--- src/rtl/chess_pkg.sv ---
// chess_pkg: board square, piece and direction types shared by the king move evaluator and controller.
package chess_pkg;

    localparam int unsigned COORD_W = 3;
    localparam int unsigned SQ_W    = 5;

    localparam logic [2:0] PAWN   = 3'b001;
    localparam logic [2:0] KNIGHT = 3'b010;
    localparam logic [2:0] BISHOP = 3'b011;
    localparam logic [2:0] ROOK   = 3'b100;
    localparam logic [2:0] QUEEN  = 3'b101;
    localparam logic [2:0] KING   = 3'b110;

    typedef struct packed {
        logic [2:0] ptype;
        logic       color;
        logic       occupied;
    } square_t;

    typedef enum logic [2:0] {
        DIR_UP_LEFT    = 3'd0,
        DIR_LEFT       = 3'd1,
        DIR_DOWN_LEFT  = 3'd2,
        DIR_DOWN       = 3'd3,
        DIR_DOWN_RIGHT = 3'd4,
        DIR_RIGHT      = 3'd5,
        DIR_UP_RIGHT   = 3'd6,
        DIR_UP         = 3'd7
    } dir_e;

    typedef enum logic [2:0] {
        KMC_IDLE   = 3'd0,
        KMC_CHECK  = 3'd1,
        KMC_WR_DST = 3'd2,
        KMC_WR_SRC = 3'd3,
        KMC_RESP   = 3'd4
    } kmc_state_e;

endpackage

--- src/rtl/king_move_ctrl_if.sv ---
// king_move_ctrl_if: request/response, evaluator and board-store signals of the king move controller.
interface king_move_ctrl_if;
    import chess_pkg::*;

    logic               req_valid;
    logic [2:0]         req_dir;
    logic               req_color;
    logic               req_ready;
    logic [COORD_W-1:0] king_row;
    logic [COORD_W-1:0] king_col;
    logic               king_color;
    logic [7:0]         king_allow;
    logic [COORD_W-1:0] rd_row;
    logic [COORD_W-1:0] rd_col;
    square_t            rd_data;
    logic               wr_en;
    logic [COORD_W-1:0] wr_row;
    logic [COORD_W-1:0] wr_col;
    square_t            wr_data;
    logic               rsp_valid;
    logic               rsp_ok;
    square_t            captured;
    logic               game_over;

    modport master (
        output req_valid, req_dir, req_color, king_allow, rd_data,
        input  req_ready, king_row, king_col, king_color, rd_row, rd_col,
               wr_en, wr_row, wr_col, wr_data, rsp_valid, rsp_ok, captured, game_over
    );

    modport slave (
        input  req_valid, req_dir, req_color, king_allow, rd_data,
        output req_ready, king_row, king_col, king_color, rd_row, rd_col,
               wr_en, wr_row, wr_col, wr_data, rsp_valid, rsp_ok, captured, game_over
    );

endinterface

--- src/rtl/king_step.sv ---
// king_step: one-square king step with bounds check; off-board results are flagged, never wrapped.
module king_step
    import chess_pkg::*;
(
    input  logic [COORD_W-1:0] i_row,
    input  logic [COORD_W-1:0] i_col,
    input  dir_e               i_dir,
    output logic [COORD_W-1:0] o_row_c,
    output logic [COORD_W-1:0] o_col_c,
    output logic               o_in_bounds_c
);

    logic signed [3:0] w_dr;
    logic signed [3:0] w_dc;
    logic signed [3:0] w_row;
    logic signed [3:0] w_col;

    always_comb begin
        w_dr = 4'sd0;
        w_dc = 4'sd0;
        unique case (i_dir)
            DIR_UP:         begin w_dr = -4'sd1; w_dc =  4'sd0; end
            DIR_UP_RIGHT:   begin w_dr = -4'sd1; w_dc =  4'sd1; end
            DIR_RIGHT:      begin w_dr =  4'sd0; w_dc =  4'sd1; end
            DIR_DOWN_RIGHT: begin w_dr =  4'sd1; w_dc =  4'sd1; end
            DIR_DOWN:       begin w_dr =  4'sd1; w_dc =  4'sd0; end
            DIR_DOWN_LEFT:  begin w_dr =  4'sd1; w_dc = -4'sd1; end
            DIR_LEFT:       begin w_dr =  4'sd0; w_dc = -4'sd1; end
            DIR_UP_LEFT:    begin w_dr = -4'sd1; w_dc = -4'sd1; end
        endcase
    end

    // 7+1 lands on -8 and 0-1 on -1 in 4-bit signed, so bit 3 flags both edges
    assign w_row         = $signed({1'b0, i_row}) + w_dr;
    assign w_col         = $signed({1'b0, i_col}) + w_dc;
    assign o_row_c       = w_row[2:0];
    assign o_col_c       = w_col[2:0];
    assign o_in_bounds_c = ~w_row[3] & ~w_col[3];

endmodule

--- src/rtl/king_move_ctrl.sv ---
// king_move_ctrl: owns both king squares, checks one-step moves against the evaluator and commits them.
// Build option KING_MOVE_TURN_EN: an internal turn register supplies the mover colour instead of req_color.
module king_move_ctrl
    import chess_pkg::*;
#(
    parameter int unsigned WHITE_ROW = 7,
    parameter int unsigned BLACK_ROW = 0,
    parameter int unsigned KING_COL  = 4
) (
    input  logic            clk,
    input  logic            reset,
    king_move_ctrl_if.slave bus
);

    localparam logic [2:0] S_IDLE   = KMC_IDLE;
    localparam logic [2:0] S_CHECK  = KMC_CHECK;
    localparam logic [2:0] S_WR_DST = KMC_WR_DST;
    localparam logic [2:0] S_WR_SRC = KMC_WR_SRC;
    localparam logic [2:0] S_RESP   = KMC_RESP;

    logic [2:0]         r_state;
    logic [2:0]         w_state_nxt;
    dir_e               r_dir;
    logic               r_color;
    logic [COORD_W-1:0] r_wk_row, r_wk_col, r_bk_row, r_bk_col;
    logic               r_ready, r_wr_en, r_rsp_valid, r_ok, r_game_over;
    logic [COORD_W-1:0] r_wr_row, r_wr_col;
    square_t            r_wr_data, r_captured;

    logic [COORD_W-1:0] w_king_row, w_king_col, w_dst_row, w_dst_col;
    logic               w_in_bounds, w_accept, w_legal, w_hold, w_king_taken;

    assign w_king_row   = r_color ? r_bk_row : r_wk_row;
    assign w_king_col   = r_color ? r_bk_col : r_wk_col;
    assign w_accept     = bus.req_valid & r_ready;
    assign w_legal      = w_in_bounds & bus.king_allow[r_dir] & ~r_game_over;
    assign w_hold       = (r_state == S_CHECK) | (r_state == S_WR_DST) | (r_state == S_WR_SRC);
    assign w_king_taken = r_ok & r_captured.occupied & (r_captured.ptype == KING)
                        & (r_captured.color != r_color);

    king_step u_step (
        .i_row         (w_king_row),
        .i_col         (w_king_col),
        .i_dir         (r_dir),
        .o_row_c       (w_dst_row),
        .o_col_c       (w_dst_col),
        .o_in_bounds_c (w_in_bounds)
    );

    always_ff @(posedge clk or posedge reset) begin
        if (reset) r_state <= S_IDLE;
        else       r_state <= w_state_nxt;
    end

    always_comb begin
        w_state_nxt = r_state;
        unique case (r_state)
            S_IDLE:   if (w_accept) w_state_nxt = S_CHECK;
            S_CHECK:  w_state_nxt = w_legal ? S_WR_DST : S_RESP;
            S_WR_DST: w_state_nxt = S_WR_SRC;
            S_WR_SRC: w_state_nxt = S_RESP;
            S_RESP:   w_state_nxt = S_IDLE;
            default:  w_state_nxt = S_IDLE;
        endcase
    end

    // Datapath, king squares and registered outputs (decoded from the next state)
    always_ff @(posedge clk or posedge reset) begin
        if (reset) begin
            r_dir       <= DIR_UP_LEFT;
            r_color     <= 1'b0;
            r_wk_row    <= COORD_W'(WHITE_ROW);
            r_wk_col    <= COORD_W'(KING_COL);
            r_bk_row    <= COORD_W'(BLACK_ROW);
            r_bk_col    <= COORD_W'(KING_COL);
            r_ready     <= 1'b1;
            r_wr_en     <= 1'b0;
            r_wr_row    <= '0;
            r_wr_col    <= '0;
            r_wr_data   <= '0;
            r_rsp_valid <= 1'b0;
            r_ok        <= 1'b0;
            r_captured  <= '0;
            r_game_over <= 1'b0;
        end else begin
            r_ready     <= (w_state_nxt == S_IDLE);
            r_wr_en     <= (w_state_nxt == S_WR_DST) || (w_state_nxt == S_WR_SRC);
            r_rsp_valid <= (w_state_nxt == S_RESP);
            r_wr_row    <= '0;
            r_wr_col    <= '0;
            r_wr_data   <= '0;
            if (w_state_nxt == S_WR_DST) begin
                r_wr_row  <= w_dst_row;
                r_wr_col  <= w_dst_col;
                r_wr_data <= square_t'{ptype: KING, color: r_color, occupied: 1'b1};
            end else if (w_state_nxt == S_WR_SRC) begin
                r_wr_row <= w_king_row;
                r_wr_col <= w_king_col;
            end

            unique case (r_state)
                S_IDLE: if (w_accept) begin
                    r_dir      <= dir_e'(bus.req_dir);
                    r_ok       <= 1'b0;
                    r_captured <= '0;
`ifndef KING_MOVE_TURN_EN
                    r_color    <= bus.req_color;
`endif
                end
                S_CHECK: if (w_legal) begin
                    r_ok       <= 1'b1;
                    r_captured <= bus.rd_data;
                end
                S_WR_SRC: begin
                    if (r_color) begin
                        r_bk_row <= w_dst_row;
                        r_bk_col <= w_dst_col;
                    end else begin
                        r_wk_row <= w_dst_row;
                        r_wk_col <= w_dst_col;
                    end
                end
                S_RESP: begin
                    if (w_king_taken) r_game_over <= 1'b1;
`ifdef KING_MOVE_TURN_EN
                    if (r_ok) r_color <= ~r_color;
`endif
                end
                default: ;
            endcase
        end
    end

`ifdef KING_MOVE_TURN_EN
    logic w_unused_req_color;
    assign w_unused_req_color = bus.req_color;
`endif

    assign bus.req_ready  = r_ready;
    assign bus.king_row   = w_king_row;
    assign bus.king_col   = w_king_col;
    assign bus.king_color = r_color;
    assign bus.rd_row     = w_hold ? w_dst_row : '0;
    assign bus.rd_col     = w_hold ? w_dst_col : '0;
    assign bus.wr_en      = r_wr_en;
    assign bus.wr_row     = r_wr_row;
    assign bus.wr_col     = r_wr_col;
    assign bus.wr_data    = r_wr_data;
    assign bus.rsp_valid  = r_rsp_valid;
    assign bus.rsp_ok     = r_ok;
    assign bus.captured   = r_captured;
    assign bus.game_over  = r_game_over;

endmodule

--- src/flat_wrapper.sv ---
// flat-port wrapper written by rule: the top's interface ports become plain ports
module king_move_ctrl_flat import chess_pkg::*;
#(
    parameter int unsigned WHITE_ROW = 7,
    parameter int unsigned BLACK_ROW = 0,
    parameter int unsigned KING_COL  = 4
)
  (clk, reset, bus_req_valid, bus_req_dir, bus_req_color, bus_king_allow, bus_rd_data, bus_req_ready, bus_king_row, bus_king_col, bus_king_color, bus_rd_row, bus_rd_col, bus_wr_en, bus_wr_row, bus_wr_col, bus_wr_data, bus_rsp_valid, bus_rsp_ok, bus_captured, bus_game_over);
  king_move_ctrl_if bus_i ();
  input  logic clk;
  input  logic reset;
  input wire logic [$bits(bus_i.req_valid)-1:0] bus_req_valid;
  input wire logic [$bits(bus_i.req_dir)-1:0] bus_req_dir;
  input wire logic [$bits(bus_i.req_color)-1:0] bus_req_color;
  input wire logic [$bits(bus_i.king_allow)-1:0] bus_king_allow;
  input wire logic [$bits(bus_i.rd_data)-1:0] bus_rd_data;
  output wire logic [$bits(bus_i.req_ready)-1:0] bus_req_ready;
  output wire logic [$bits(bus_i.king_row)-1:0] bus_king_row;
  output wire logic [$bits(bus_i.king_col)-1:0] bus_king_col;
  output wire logic [$bits(bus_i.king_color)-1:0] bus_king_color;
  output wire logic [$bits(bus_i.rd_row)-1:0] bus_rd_row;
  output wire logic [$bits(bus_i.rd_col)-1:0] bus_rd_col;
  output wire logic [$bits(bus_i.wr_en)-1:0] bus_wr_en;
  output wire logic [$bits(bus_i.wr_row)-1:0] bus_wr_row;
  output wire logic [$bits(bus_i.wr_col)-1:0] bus_wr_col;
  output wire logic [$bits(bus_i.wr_data)-1:0] bus_wr_data;
  output wire logic [$bits(bus_i.rsp_valid)-1:0] bus_rsp_valid;
  output wire logic [$bits(bus_i.rsp_ok)-1:0] bus_rsp_ok;
  output wire logic [$bits(bus_i.captured)-1:0] bus_captured;
  output wire logic [$bits(bus_i.game_over)-1:0] bus_game_over;
  assign bus_i.req_valid = bus_req_valid;
  assign bus_i.req_dir = bus_req_dir;
  assign bus_i.req_color = bus_req_color;
  assign bus_i.king_allow = bus_king_allow;
  assign bus_i.rd_data = bus_rd_data;
  assign bus_req_ready = bus_i.req_ready;
  assign bus_king_row = bus_i.king_row;
  assign bus_king_col = bus_i.king_col;
  assign bus_king_color = bus_i.king_color;
  assign bus_rd_row = bus_i.rd_row;
  assign bus_rd_col = bus_i.rd_col;
  assign bus_wr_en = bus_i.wr_en;
  assign bus_wr_row = bus_i.wr_row;
  assign bus_wr_col = bus_i.wr_col;
  assign bus_wr_data = bus_i.wr_data;
  assign bus_rsp_valid = bus_i.rsp_valid;
  assign bus_rsp_ok = bus_i.rsp_ok;
  assign bus_captured = bus_i.captured;
  assign bus_game_over = bus_i.game_over;
  king_move_ctrl #(.WHITE_ROW(WHITE_ROW), .BLACK_ROW(BLACK_ROW), .KING_COL(KING_COL)) u_core (.clk(clk), .reset(reset), .bus(bus_i));
endmodule
--- config.mk ---
export PLATFORM = sky130hd
export DESIGN_NAME = king_move_ctrl_flat
export DESIGN_NICKNAME = d
export VERILOG_FILES = /design/src/rtl/chess_pkg.sv /design/src/rtl/king_move_ctrl_if.sv /design/src/rtl/king_step.sv /design/src/rtl/king_move_ctrl.sv /design/src/flat_wrapper.sv
export SDC_FILE = /design/constraint.sdc
export NUM_CORES = 1
export LEC_CHECK = 0
export BUFFER_PORTS_ARGS = -buffer_cell sky130_fd_sc_hd__buf_2
export CAP_MARGIN = 10
export CORE_AREA = 2 2 73 75
export CTS_CLUSTER_SIZE = 25
export DETAILED_ROUTE_END_ITERATION = 12
export DIE_AREA = 0 0 75 77
export PLACE_DENSITY = 0.74
export SYNTH_ARGS = -nofsm -noshare
export SYNTH_HDL_FRONTEND = slang
export SYNTH_SLANG_ARGS = --single-unit
--- constraint.sdc ---
create_clock -name clk -period 3.9 [get_ports clk]
set_input_delay 0.585 -clock clk [delete_from_list [all_inputs] [get_ports clk]]
set_output_delay 0.585 -clock clk [all_outputs]
set_load 0.005 [all_outputs]
==> impl_metrics.yaml <==
power_and_ir_drop:
  power.density_nw_per_um2: 952.1
  ir_worst_vdd_uv: 552.5
  p_leak_nw: 1.179
critical_path:
  crit_path_start_kind: "flop"
  slowest_delay_ps: 660
  rrSetupSlack_ps: 770
  cp-end-kind: "primary output"
  r2r-start: "u_core.bus.king_color"
  r2r-end: "u_core.bus.captured[0]"
  path_cells: "mux2_2 > ha_1 > inv_1 > fa_1 > nor3_1 > buf_2"
  worstSetupPathType: "flop to primary output"
  cpMaxStageDelayCell: "dfrtp_1"
  cp_max_fo: 14
  crit_buf_inv: 2
  cp.required_ps: 3310
  r2r.worst_path.cells: 9
  critPathTopFamily: "adder cells"
  cp.arrival_ps: 2570
sta:
  clock.fmax_mhz: 316.6
  rsz0062_at_grt: "false"
  finalSetupViolations: 0
  tns_ps: 0
  tightest_slew_ps: 820.1
  finalCriticalPeriod_ps: 3159
  slew_violations: 0
  clock_skew_ps: 5.163
  hold_viol: 0
  fin_crit_sh: 0.8100
  fin_hold_ws_ps: 393.9
  max-slew-margin-rel: 0.4513
floorplan:
  core_area_sq_um: 4977
  dieWidth_um: 75
  initial_core_util: 0.3914
  die_h_um: 77
  ios: 54
  die_area_sq_um: 5775
  rows: 26
grt:
  grt_pass1_vias: 1534
  grt_max_degree: 21
  grt_pass1_wl_um: 7479
  gr-usage-all-layers: 0.1719
  antenna_found_initial: 0
  grt_overflow: 0
synth:
  synth_ff_type: "dfrtp_1"
  synth_area_leader_cell: "dfrtp_1"
  synth-async-reset-ratio: 1.000
  synth_common_cells: "dfrtp_1 (31), mux2_2 (13), nand2_1 (12)"
  syn_area_sq_um: 1948
  synth-edff-count: 0
  yosys_warnings: 0
  ys_ff_latch: 37
  syn_inst: 172
  seq_area_frac_synth: 0.4791
  avgSynthCellArea_sq_um: 11.33
  synth.top_cell.area_share: 0.3982
  yosysUniqueCellTypes: 45
  syn_nets: 198
  synthTopCellsByArea: "dfrtp_1 (40%), dfstp_2 (8.1%), mux2_2 (7.5%)"
  yosysMostFrequentCell: "dfrtp_1"
place:
  gp_congestion: 0.8609
  place_hpwl_um: 3469
  io_buffers: 52
route:
  wl_per_cell_um: 15.24
  drc: 0
  drt_first_pass_iters: 4
  num_vias: 1460
  via_per_inst: 4.966
  wirelength_um: 4481
  detail-route-antenna-nets: 0
  drt_iter0_markers: 115
flow_run:
  max-cap-violations: 0
cts:
  clock_sinks: 37
  cts_tree: "done"
  cts-root-buf: "clkbuf_8"
  cts_setup_buffers: 0
  path_clk_slew_ps: 70
  cts_buffers: 5
  clockBufferDepth: 2
  cts_resized: 0
  clock_latency_ps: 280
  h-tree-depth: 2
  cts_hold_buffers: 0
finish:
  n_antenna_cell: 0
  fillCellCount: 484
  drive_gt1_frac: 0.3884
  syn2layout_area_growth_pct: 19.52
  fin_nets: 249
outcome:
  status: "finished clean"
hold_path:
  hold_class: "primary input to asynchronous set/reset pin"
==> logic make-up after synthesis <==
kind of cell / count (synthesis) / share of synthesized area
AND/OR/NAND/NOR: 46 / 0.1201
buffers and inverters: 21 / 0.05523
XOR/XNOR: 4 / 0.01799
AO/OA/AOI/OAI: 34 / 0.1355
adder cells (fa/ha/maj): 6 / 0.04239
flip-flops: 37 / 0.4791
other: 1 / 0.001925
multiplexers: 23 / 0.1477
==> how the worst max path moves through the flow <==
stage | startpoint | endpoint | slack, ps | depth (start not counted)
after floorplan | u_core.bus.king_color | u_core.bus.captured[0] | 990 | 10
after global placement | u_core.bus.king_color | u_core.bus.captured[1] | 890 | 9
after detailed placement | u_core.bus.king_color | u_core.bus.captured[1] | 780 | 9
after CTS | u_core.bus.king_color | bus_rd_row[1] | 720 | 6
after global routing | u_core.bus.king_color | bus_rd_col[2] | 510 | 9
final | u_core.bus.king_color | bus_rd_row[1] | 740 | 6
==> placed cells by master, fill, tap and decap left out, types with 2 or more instances in the layout <==
cell | Yosys | routed
a21o_1 | 2 | 2
a21oi_1 | 3 | 3
a32o_1 | 3 | 3
and2_1 | 4 | 4
buf_2 | 2 | 52
clkbuf_1 | 3 | 3
clkbuf_8 | 0 | 5
dfrtp_1 | 31 | 31
dfstp_2 | 6 | 6
ha_1 | 5 | 5
inv_1 | 11 | 11
mux2_2 | 13 | 13
mux2_4 | 5 | 5
mux2i_1 | 4 | 4
nand2_1 | 12 | 12
nand2b_1 | 2 | 2
nand3_1 | 4 | 4
nor2_1 | 9 | 9
nor2b_1 | 5 | 5
nor3_1 | 5 | 5
o21a_1 | 2 | 2
o21ai_0 | 10 | 10
o21bai_1 | 3 | 3
o22ai_1 | 2 | 2
xnor2_1 | 2 | 2
xor2_1 | 2 | 2
==> final cells by class <==
class	count	area, sq um	share of cell area
Clock buffer	8	80.08	0.03439
Inverter	12	52.55	0.02257
Multi-Input combinational cell	114	907.1	0.3896
Sequential cell	37	933.4	0.4009
Tap cell	70	87.58	0.03761
Timing Repair Buffer	53	267.8	0.1150
==> per-layer routing <==
metal / routed length (um) / GRT usage / vias up
met2: 2172 / 0.2649 / 45
met3: 266 / 0.05256 / 8
li1: - / - / 701
met5: 0 / 0 / -
met4: 69 / 0.04643 / 0
met1: 1974 / 0.2329 / 706
==> where the power goes <==
group | switching [mW] | internal [mW]
logic | 0.657 | 0.580
clock network | 0.126 | 0.127
registers | 0.159 | 0.568
==> state kept, by name (all words and copies together) (netlist names) <==
name / count
u_core.r_wk_col: 3
u_core.bus.rsp_ok: 1
u_core.bus.wr_data: 2
u_core.r_wk_row: 3
u_core.bus.king_color: 1
u_core.bus.rsp_valid: 1
u_core.bus.captured: 5
u_core.r_bk_col: 3
u_core.bus.wr_col: 3
u_core.r_bk_row: 3
u_core.bus.wr_row: 3
u_core.r_state: 3
u_core.bus.game_over: 1
u_core.r_dir: 3
u_core.bus.req_ready: 1
u_core.bus.wr_en: 1
==> worst reg2reg max path: stages (launching register included) <==
cell and delay, ps:
dfrtp_1 660, mux2i_1 400, inv_1 110, ha_1 300
a21o_1 180, a2111oi_2 360, a22oi_1 170, a211o_4 430
inv_8 120, mux2_4 300
==> stage by stage <==
step | power (mW) | instances | instance area [sq um] | util | worst slack [ps]
final | 2.217 | 294 | 2328 | 0.4678 | 741.2
after floorplan | 1.583 | 172 | 1948 | - | 989.4
after global routing | 2.402 | 294 | 2328 | 0.4678 | 512.3
after CTS | 2.230 | 294 | 2328 | 0.4678 | 720.4
after detailed placement | 1.970 | 286 | 2248 | 0.4517 | 784.7
after global placement | 1.937 | 286 | 2248 | 0.4517 | 891.2
Power figures use the tool's default switching activity.
